File: src/rtl/sub_shift_stage.sv
// AES SubBytes + ShiftRows round stage.
// LANES shared S-boxes substitute the state in place over 16/LANES cycles.
module sub_shift_stage #(
    parameter int LANES = 4
) (
    input  logic         clk,
    input  logic         rst_n,
    input  logic         in_valid,
    output logic         in_ready,
    input  logic [127:0] in_data,
    output logic         out_valid,
    input  logic         out_ready,
    output logic [127:0] out_data,
    output logic         busy
);

    localparam int NCYC = 16 / LANES;
    localparam int CW   = (NCYC > 1) ? $clog2(NCYC) : 1;

    generate
        if (!(LANES == 4 || LANES == 8 || LANES == 16)) begin : g_bad_lanes
            $error("sub_shift_stage: LANES must be 4, 8 or 16");
        end
    endgenerate

    typedef enum logic [1:0] {
        IDLE,
        SUB,
        DONE
    } state_t;

    state_t          state;
    logic [CW-1:0]   cnt;
    logic [127:0]    st;
    logic [127:0]    st_nxt;
    logic [7:0]      sin  [LANES];
    logic [7:0]      sout [LANES];

    function automatic logic [7:0] gmul(input logic [7:0] a, input logic [7:0] b);
        logic [7:0] p;
        logic [7:0] aa;
        p  = 8'h00;
        aa = a;
        for (int i = 0; i < 8; i++) begin
            if (b[i]) p = p ^ aa;
            aa = {aa[6:0], 1'b0} ^ (aa[7] ? 8'h1b : 8'h00);
        end
        return p;
    endfunction

    // a^254 is the field inverse, and maps 0 to 0 as the S-box needs
    function automatic logic [7:0] ginv(input logic [7:0] a);
        logic [7:0] y;
        y = a;
        for (int i = 0; i < 6; i++) begin
            y = gmul(gmul(y, y), a);
        end
        return gmul(y, y);
    endfunction

    function automatic logic [7:0] sbox(input logic [7:0] a);
        logic [7:0] v;
        v = ginv(a);
        return v ^ {v[6:0], v[7]} ^ {v[5:0], v[7:6]}
                 ^ {v[4:0], v[7:5]} ^ {v[3:0], v[7:4]} ^ 8'h63;
    endfunction

    function automatic logic [127:0] shift_rows(input logic [127:0] s);
        logic [127:0] o;
        o = '0;
        for (int r = 0; r < 4; r++) begin
            for (int c = 0; c < 4; c++) begin
                o[127-8*(4*c+r) -: 8] = s[127-8*(4*((c+r)%4)+r) -: 8];
            end
        end
        return o;
    endfunction

    for (genvar j = 0; j < LANES; j++) begin : g_lane
        assign sout[j] = sbox(sin[j]);
    end

    always_comb begin
        st_nxt = st;
        for (int j = 0; j < LANES; j++) begin
            sin[j] = st[127-8*(LANES*int'(cnt)+j) -: 8];
            st_nxt[127-8*(LANES*int'(cnt)+j) -: 8] = sout[j];
        end
    end

    always_ff @(posedge clk or negedge rst_n) begin
        if (!rst_n) begin
            state     <= IDLE;
            cnt       <= '0;
            st        <= '0;
            out_data  <= '0;
            out_valid <= 1'b0;
            in_ready  <= 1'b1;
            busy      <= 1'b0;
        end else begin
            unique case (state)
                IDLE: begin
                    if (in_valid && in_ready) begin
                        st       <= in_data;
                        cnt      <= '0;
                        state    <= SUB;
                        in_ready <= 1'b0;
                        busy     <= 1'b1;
                    end
                end
                SUB: begin
                    st <= st_nxt;
                    if (cnt == CW'(NCYC - 1)) begin
                        out_data  <= shift_rows(st_nxt);
                        out_valid <= 1'b1;
                        state     <= DONE;
                        cnt       <= '0;
                    end else begin
                        cnt <= cnt + 1'b1;
                    end
                end
                DONE: begin
                    if (out_ready) begin
                        out_valid <= 1'b0;
                        in_ready  <= 1'b1;
                        busy      <= 1'b0;
                        state     <= IDLE;
                    end
                end
                default: begin
                    state <= IDLE;
                end
            endcase
        end
    end

endmodule

File: config.mk
export PLATFORM = sky130hd
export DESIGN_NAME = sub_shift_stage
export DESIGN_NICKNAME = d
export VERILOG_FILES = /design/src/rtl/sub_shift_stage.sv
export SDC_FILE = /design/constraint.sdc
export NUM_CORES = 2
export LEC_CHECK = 0
export BUFFER_PORTS_ARGS = -buffer_cell sky130_fd_sc_hd__buf_2
export CORE_MARGIN = 2
export CORE_UTILIZATION = 45
export DETAILED_ROUTE_END_ITERATION = 6
export PLACE_DENSITY = 0.64
export SLEW_MARGIN = 20
export SYNTH_ARGS = -nofsm -noshare
export SYNTH_HDL_FRONTEND = slang
export SYNTH_SLANG_ARGS = --single-unit
File: constraint.sdc
create_clock -name clk -period 30 [get_ports clk]
set_input_delay 6 -clock clk [delete_from_list [all_inputs] [get_ports clk]]
set_output_delay 6 -clock clk [all_outputs]
set_load 0.02 [all_outputs]
==> metrics.txt <==
outcome=finished, violations left; failing checks=design-rule violations; ANT nets after route=0; top cells by count, synth=xnor2_1, nor2_1, nand2_1, xor2_1, xnor3_1; post-DR vias/cell=6.18; crit path capture type=flop; Critical Path Fanout Max=37; max cap viols=0; async set-reset flop share out of synthesis=100%; CP startpoint kind=flop; nets=8,296; top_reg_cell synth=dfrtp_1; Post-Syn Nets=8,416; Final Util=48.1%; CTS tree=yes; Worst Tran Pin Value=1210 ps; Synth Area in Adders=0.587%; Fmax=0.0354 GHz; via count of the first global-routing pass=59,500; Overflow after GRT=0; fin crit period=28,230 ps; CTS Buffer Depth=3; drt total wl=240,000 um; TritonCTS buffer count=34; CP dominant cell by count=xnor3_1; hpwl dp=171,000 um; Place WS=1420 ps; share of layout cells above drive strength 1=12.4%; fin. max-slew vios=0; final period utilization=94.1%; Post-CTS Hold Fix Bufs=0; sequential area share after synthesis=9.65%; Setup Crit Path Kind=reg2reg; Yosys cell types=131; Slowest-stage cell, CP=xor2_1; YS warnings=0; mapped cell area=68,200 um2; DR pass1 iterations=7; initial antenna violation count=11; GRT busiest layer=met2; routing usage on met3=6.07%; M1 GR Usage=41.0%; Yosys reg bits=263; Worst-path clk slew=60 ps; clock sinks=263; Synth Area in Compound Gates=17.4%; Die Area=155,000 um2; post-route cell area=72,200 um2; Syn Area/Cell=8.26 um2; Post-Synth XOR/XNOR Area=43.6%; DRC=10; P_leak=31.7 nW; final hold vios=0; CTS root buf=clkbuf_16; Avg WL per Cell=23.6 um; Crit path largest cell delay=930 ps; met2 Resource Use GR=46.8%; Die Ht=393 um; slew margin rel.=19.0%; largest family of logic cells by synthesized area=XOR/XNOR gates; largest net degree at the start of global routing=76; area grow syn2layout=5.86%; Simple-Gate Fraction of Synth Area=17.7%; RSZ-0062 raised after global routing=false; top-count cell post-synth=xnor2_1; Critical Path RT=30,440 ps; CP arrival=28,670 ps; Die Wd=393 um; clk_lat worst skew=610 ps; number of enable flip-flop cells after synthesis=0; htree depth=2; area share of the largest cell type after synthesis=16.5%; worst hold slack=467 ps; post-route insts no fill=10,200; setup TNS=0 ps; GRT Util Overall=29.8%; core area=150,000 um2; Setup Viol. Count Final=0; Placed Cells=10,100; routed vias=62,800; global-route wire length before repair=363,000 um; fin worst setup slack=1770 ps; CP top delay family=XOR/XNOR gates; Initial Util=45.4%; top cells by area, synth=xnor2_1, xnor3_1, dfrtp_1; Hold Crit Class=reg2reg; Yosys top cell by area=xnor2_1; Rows=142; Tot Pwr=806 uW; Setup Skew=52.7 ps; Cells after Synth=8,252; IO Port Bufs=262; IO Pins=263; mux share of post-synthesis cell area=6.08%; PwrDens=11.2 nW/um2; placement-stage cell area=70,900 um2; worst path bufs/invs=6; worst vdd ir=0.0292 mV; Placer Congestion=0.955; initial DRC count=7,699
worst min-delay path, delay by kind of cell (launching register included):
kind,cells,cell delay (ps)
simple gates,2,100
flops,1,330
worst paths after layout:
kind / cells past startpoint / slack (ps) / end / start
min in group asynchronous: 1 / 5380 / out_data[114] / rst_n
setup reg to reg: 76 / 1770 / st[4] / cnt[1]
hold reg to reg: 2 / 470 / out_data[79] / out_data[79]
hold / removal: 2 / 470 / out_data[79] / out_data[79]
setup / recovery: 76 / 1770 / st[4] / cnt[1]
max in group asynchronous: 2 / 23030 / st[112] / rst_n
metal layers:
| metal | part of all wire [%] | vias up |
|---|---|---|
| li1 | - | 28600 |
| met1 | 42 | 30500 |
| met2 | 44 | 3174 |
| met3 | 10 | 498 |
| met4 | 3.3 | 14 |
| met5 | 0.035 | - |
flip-flops by register name (all words and copies together) (netlist names):
signal,cells
out_data,128
st,128
cnt,2
state,2
busy,1
in_ready,1
out_valid,1
cell usage in the layout (no fill, tap or decap), types with 40 or more instances in the layout:
cell and instances:
xnor2_1 1267, nor2_1 931, nand2_1 925, xor2_1 480
xnor3_1 391, a21oi_1 316, o21ai_0 267, buf_2 261
mux2i_1 260, dfrtp_1 260, buf_4 202, nor3_1 172
a22oi_1 153, nand3_1 140, xnor2_2 134, inv_1 127
o22ai_1 98, o21ai_1 84, o211ai_1 71, nand2b_1 65
a221oi_1 65, and2_1 64, a222oi_1 63, mux2_2 62
a211oi_1 59, xor3_1 59, nor2b_1 55, o21a_1 55
o221ai_1 55, or3_1 47, and3_1 46, xor2_2 40
layout make-up:
class | instances | area (um2)
Clock inverter | 17 | 183
Inverter | 159 | 599
Fill cell | 14500 | 78000
Antenna cell | 3 | 7.51
Clock buffer | 42 | 931
Timing Repair Buffer | 466 | 2870
Tap cell | 2016 | 2520
Sequential cell | 263 | 6590
Multi-Input combinational cell | 7208 | 58500
logic make-up (layout without fill, tap and decap cells):
family                   count (synthesis)  after routing
multiplexers                           364            364
adder cells (fa/ha/maj)                 32             32
buffers and inverters                  781            684
AND/OR/NAND/NOR                       2688           2688
flip-flops                             263            263
XOR/XNOR                              2433           2433
other                                    0              3
AO/OA/AOI/OAI                         1691           1691
power breakdown:
part	internal (mW)	switching (mW)	total, mW
clock	0.240	0.187	0.428
combinational	0.00674	0.0166	0.0234
sequential	0.355	0	0.355
repair_timing:
item                                    CTS  global route
gates resized for setup                   0             9
endpoints found under the setup margin    0           104
buffers inserted                          0             1
(Power assumes the default switching activity.)
